`src/rtl/accum_seq_pkg.sv`:
```
// Shared types and constants for the switch/accumulator control unit.
package accum_seq_pkg;

    typedef enum logic [1:0] {
        IDLE    = 2'd0,
        SETTLE  = 2'd1,
        COMMIT  = 2'd2,
        RELEASE = 2'd3
    } state_t;

    localparam int CNT_W = 8;
    localparam logic [CNT_W-1:0] ACC_SAT = 8'hFF;

endpackage

```
`src/rtl/btn_debounce.sv`:
```
// Synchronizes and debounces an active-low push button; emits a one-cycle
// pulse on each debounced press (falling edge of the debounced level).
module btn_debounce #(
    parameter logic [15:0] DEBOUNCE_CYCLES = 16'd50000
) (
    input  logic Clk,
    input  logic Reset_Clear,
    input  logic raw_n,
    output logic level_n,
    output logic press_pulse
);

    logic        sync1;
    logic        sync2;
    logic        prev_n;
    logic [15:0] db_cnt;

    always_ff @(posedge Clk or negedge Reset_Clear) begin
        if (!Reset_Clear) begin
            sync1       <= 1'b1;
            sync2       <= 1'b1;
            level_n     <= 1'b1;
            prev_n      <= 1'b1;
            db_cnt      <= 16'd0;
            press_pulse <= 1'b0;
        end else begin
            sync1       <= raw_n;
            sync2       <= sync1;
            prev_n      <= level_n;
            press_pulse <= prev_n & ~level_n;
            // Any sample agreeing with the current level restarts the stability count.
            if (sync2 == level_n) begin
                db_cnt <= 16'd0;
            end else if (db_cnt == DEBOUNCE_CYCLES - 16'd1) begin
                level_n <= sync2;
                db_cnt  <= 16'd0;
            end else begin
                db_cnt <= db_cnt + 16'd1;
            end
        end
    end

endmodule

```
`src/rtl/accum_sequencer.sv`:
```
// Turns each debounced Run_Accumulate press into one accumulator commit,
// after a settle delay; tracks a saturating sum-commit count and sticky carry.
module accum_sequencer
    import accum_seq_pkg::*;
#(
    parameter logic [15:0] DEBOUNCE_CYCLES = 16'd50000,
    parameter logic [7:0]  SETTLE_CYCLES   = 8'd4
) (
    input  logic             Clk,
    input  logic             Reset_Clear,
    input  logic             Run_Accumulate,
    input  logic             Cout,
    output logic             Reg_Ld,
    output logic             Sel_Sum,
    output logic             Busy,
    output logic [CNT_W-1:0] Acc_Count,
    output logic             Carry_Flag,
    output state_t           dbg_state
);

    state_t           state_q, state_d;
    logic [7:0]       settle_q, settle_d;
    logic             loaded_q, loaded_d;
    logic [CNT_W-1:0] acc_q, acc_d;
    logic             carry_q, carry_d;
    logic             level_n;
    logic             press_pulse;

    btn_debounce #(
        .DEBOUNCE_CYCLES(DEBOUNCE_CYCLES)
    ) u_debounce (
        .Clk        (Clk),
        .Reset_Clear(Reset_Clear),
        .raw_n      (Run_Accumulate),
        .level_n    (level_n),
        .press_pulse(press_pulse)
    );

    always_ff @(posedge Clk or negedge Reset_Clear) begin
        if (!Reset_Clear) begin
            state_q  <= IDLE;
            settle_q <= 8'd0;
            loaded_q <= 1'b0;
            acc_q    <= '0;
            carry_q  <= 1'b0;
        end else begin
            state_q  <= state_d;
            settle_q <= settle_d;
            loaded_q <= loaded_d;
            acc_q    <= acc_d;
            carry_q  <= carry_d;
        end
    end

    always_comb begin
        state_d  = state_q;
        settle_d = settle_q;
        loaded_d = loaded_q;
        acc_d    = acc_q;
        carry_d  = carry_q;
        case (state_q)
            IDLE: begin
                if (press_pulse) begin
                    state_d  = SETTLE;
                    settle_d = SETTLE_CYCLES - 8'd1;
                end
            end
            SETTLE: begin
                if (settle_q == 8'd0) begin
                    state_d = COMMIT;
                end else begin
                    settle_d = settle_q - 8'd1;
                end
            end
            COMMIT: begin
                // First commit after reset loads the switches; later ones load the sum.
                if (!loaded_q) begin
                    loaded_d = 1'b1;
                end else begin
                    if (acc_q != ACC_SAT) begin
                        acc_d = acc_q + CNT_W'(1);
                    end
                    carry_d = carry_q | Cout;
                end
                state_d = RELEASE;
            end
            RELEASE: begin
                if (level_n) begin
                    state_d = IDLE;
                end
            end
            default: state_d = IDLE;
        endcase
    end

    // Reg_Ld is a one-cycle strobe with no back-pressure: the register loads
    // on the rising edge that ends the COMMIT cycle.
    assign Reg_Ld     = (state_q == COMMIT);
    assign Sel_Sum    = loaded_q;
    assign Busy       = (state_q != IDLE);
    assign Acc_Count  = acc_q;
    assign Carry_Flag = carry_q;
    assign dbg_state  = state_q;

endmodule
```
`config.mk`:
```
export PLATFORM = sky130hd
export DESIGN_NAME = accum_sequencer
export DESIGN_NICKNAME = d
export VERILOG_FILES = /design/src/rtl/accum_seq_pkg.sv /design/src/rtl/btn_debounce.sv /design/src/rtl/accum_sequencer.sv
export SDC_FILE = /design/constraint.sdc
export NUM_CORES = 1
export LEC_CHECK = 0
export CORE_MARGIN = 1
export CORE_UTILIZATION = 57
export CTS_CLUSTER_SIZE = 20
export DETAILED_ROUTE_END_ITERATION = 8
export GPL_TIMING_DRIVEN = 0
export PLACE_DENSITY = 0.88
export SLEW_MARGIN = 20
export SYNTH_ARGS = -nofsm -noshare
export SYNTH_HDL_FRONTEND = slang
export SYNTH_HIERARCHICAL = 1
export SYNTH_SLANG_ARGS = --single-unit
```
`constraint.sdc`:
```
create_clock -name Clk -period 2.62 [get_ports Clk]
set_clock_uncertainty 0.05 [all_clocks]
set_input_delay 0.786 -clock Clk [delete_from_list [all_inputs] [get_ports Clk]]
set_output_delay 0.786 -clock Clk [all_outputs]
set_load 0.02 [all_outputs]
```
==> flow_metrics.tcl <==
set metrics [dict create \
    status "finished, final reports clean" \
    cts_tree "built" \
    layout-drive-gt1-share 0.133 \
    path_max_fanout 7 \
    clk_pin_slew_worst_paths_ns 0.12 \
    syn-num-nets 209 \
    final_area_mm2 0.00244 \
    gp_congestion 0.852 \
    totalNegativeSetupSlack_ns 0 \
    dp_hpwl_um 2640 \
    finalCritPeriodShare 0.932 \
    grt_overflow 0 \
    die_y_um 62.4 \
    synth_largest_area_cell "dfrtp_1" \
    rsz0062_at_grt "false" \
    firstDrtPassIters 6 \
    path_class "register to output port" \
    ys.flop_type "dfrtp_1" \
    cts_max_level 2 \
    ys_top_cells_by_count "dfrtp_1, nor2_1, nand3_1" \
    synth.avg_cell_area_um2 10.6 \
    cts_made_buffers 5 \
    vias_per_cell 5.76 \
    setup_viol 0 \
    ys_ff_latch 41 \
    via_count 1561 \
    diodes 0 \
    p_leak_uw 0.00109 \
    grt_first_pass_wirelength_um 6980 \
    rows 21 \
    dpl-instance-area_mm2 0.00232 \
    start_kind "register" \
    clk_latency_ns 0.36 \
    place_ws_ns 0.361 \
    antenna_found_initial 0 \
    clock-sinks 41 \
    finalMaxSlewViolations 0 \
    fin_nets 236 \
    ys_seq_area_frac 0.496 \
    cts_hold_buf 0 \
    relSlewSlack 0.647 \
    numPortBuffers 17 \
    worstMarginPinSlew_ns 0.524 \
    hold_viol 0 \
    syn2layout_area_growth_pct 17.2 \
    syn_area_mm2 0.00208 \
    synth_edf_count 0 \
    final.min_clock_period_ns 2.44 \
    worstPathRequired_ns 1.78 \
    yosysMostFrequentCell "dfrtp_1" \
    synth_area_leaders "dfrtp_1, dfstp_2, xnor2_1" \
    synth_top_area_frac 0.445 \
    arrival_ns 1.61 \
    coreArea_mm2 0.00342 \
    end_kind "output port" \
    drc_errors 0 \
    synthCells 197 \
    wl_um 4010 \
    vdd_drop_max_v 0.000472 \
    synthArstFlopShare 1.00 \
    final_util 0.714 \
    grt_max_degree 29 \
    die-area_mm2 0.00389 \
    die_w_um 62.4 \
    power.density_mw_per_mm2 489 \
    routedWlPerCell_um 14.8 \
    grt_pass1_vias 1464 \
    cts-root-buf "clkbuf_4" \
    min_path_type "input pin to async pin" \
    dp.cells 261 \
    fin_ws_ns 0.178 \
    cts_buffer_depth 2 \
    initialDrtViolationCount 100 \
    gr-usage-all-layers 0.234 \
    yosys_warnings 6 \
    drv_cap 0 \
    start_util 0.609 \
    final_cells 271 \
    ant_nets 0 \
    fmax_mhz 409 \
    num_io_pins 18 \
    synth.distinct_cells 45 \
]
==> critical path, stage by stage (launching register included) <==
cell	delay (ns)
dfrtp_1	0.44
inv_1	0.12
ha_1	0.30
inv_1	0.07
dlygate4sd2_1	0.32
==> placed cells by master (no fill, tap or decap), drive strengths merged, types with 3 or more instances in the layout <==
master / netlist / final
and4: 3 / 3
xnor2: 12 / 12
nor2b: 4 / 4
mux2: 5 / 5
a22o: 3 / 3
nand3: 13 / 13
nand2b: 4 / 4
nor3: 5 / 5
dfstp: 4 / 4
inv: 7 / 7
or4: 3 / 3
nand2: 13 / 13
buf: 1 / 5
dfrtp: 37 / 37
o31ai: 3 / 3
clkbuf: 2 / 7
a21oi: 6 / 6
nor2: 22 / 22
clkdlybuf4s50: 0 / 14
mux2i: 3 / 3
nand4: 7 / 7
nor4: 3 / 3
o21ai: 4 / 4
ha: 8 / 8
xor2: 8 / 8
==> registers in the layout, summed over array words and instances (netlist names), 2 cells and up <==
name and flops:
u_debounce/db_cnt 16, Acc_Count 8, settle_q 8, dbg_state 2
==> metrics by stage <==
stage	power (µW)	hold slack [ns]
floorplan	666	0.295
global placement	686	0.297
detailed placement	690	0.299
CTS	1200	0.239
global route	1230	0.254
finish	1190	0.242
==> report_power, final <==
part           leakage (µW)  switching (µW)  internal [µW]
Clock             0.0000552             219            295
Combinational      0.000476            20.0           12.4
Sequential         0.000556            6.34            639
Total               0.00109             246            947
==> layout make-up <==
class / instances / area [µm²]
Tap cell: 46 / 57.6
Clock inverter: 3 / 65.1
Sequential cell: 41 / 1030
Timing Repair Buffer: 20 / 198
Fill cell: 240 / 978
Inverter: 7 / 26.3
Multi-Input combinational cell: 146 / 1000
Clock buffer: 5 / 37.5
Buffer: 3 / 18.8
==> worst paths after layout <==
check	from	to	slack, ns	cells past startpoint
max in group asynchronous	Reset_Clear	u_debounce/prev_n$_DFF_PN1_	1.76	2
worst max register to register	dbg_state[0]$_DFFE_PN0P_	settle_q[5]$_DFFE_PN0P_	0.47	6
worst min register to register	u_debounce/sync1$_DFF_PN1_	u_debounce/sync2$_DFF_PN1_	0.32	0
min in group Clk	u_debounce/sync1$_DFF_PN1_	u_debounce/sync2$_DFF_PN1_	0.32	0
worst min-delay path	Reset_Clear	Sel_Sum$_DFFE_PN0N_	0.24	1
worst max-delay path	dbg_state[0]$_DFFE_PN0P_	Busy	0.18	4
==> kinds of logic (layout without fill, tap and decap cells) <==
family / count (synthesis) / in the layout / synth area share
adders and majority gates: 8 / 8 / 0.0481
buffers and inverters: 10 / 38 / 0.0217
and+or+nand+nor: 88 / 88 / 0.233
muxes: 8 / 8 / 0.0433
DFF: 41 / 41 / 0.496
AOI/OAI and AO/OA: 22 / 22 / 0.0734
xor gates and xnor gates: 20 / 20 / 0.0842
==> timing repair <==
action | 4_1_cts | 5_1_grt
resized for setup | 2 | 0
buffers inserted | 2 | 0
endpoints found under the setup margin | 2 | 0
==> routing by layer <==
layer / GRT usage / routed length [µm] / vias to the layer above
li1: - / - / 751
met1: 0.321 / 1890 / 759
met2: 0.345 / 1820 / 43
met3: 0.0639 / 212 / 8
met4: 0.110 / 85 / 0
met5: 0 / 0 / -
(Power assumes the default switching activity.)
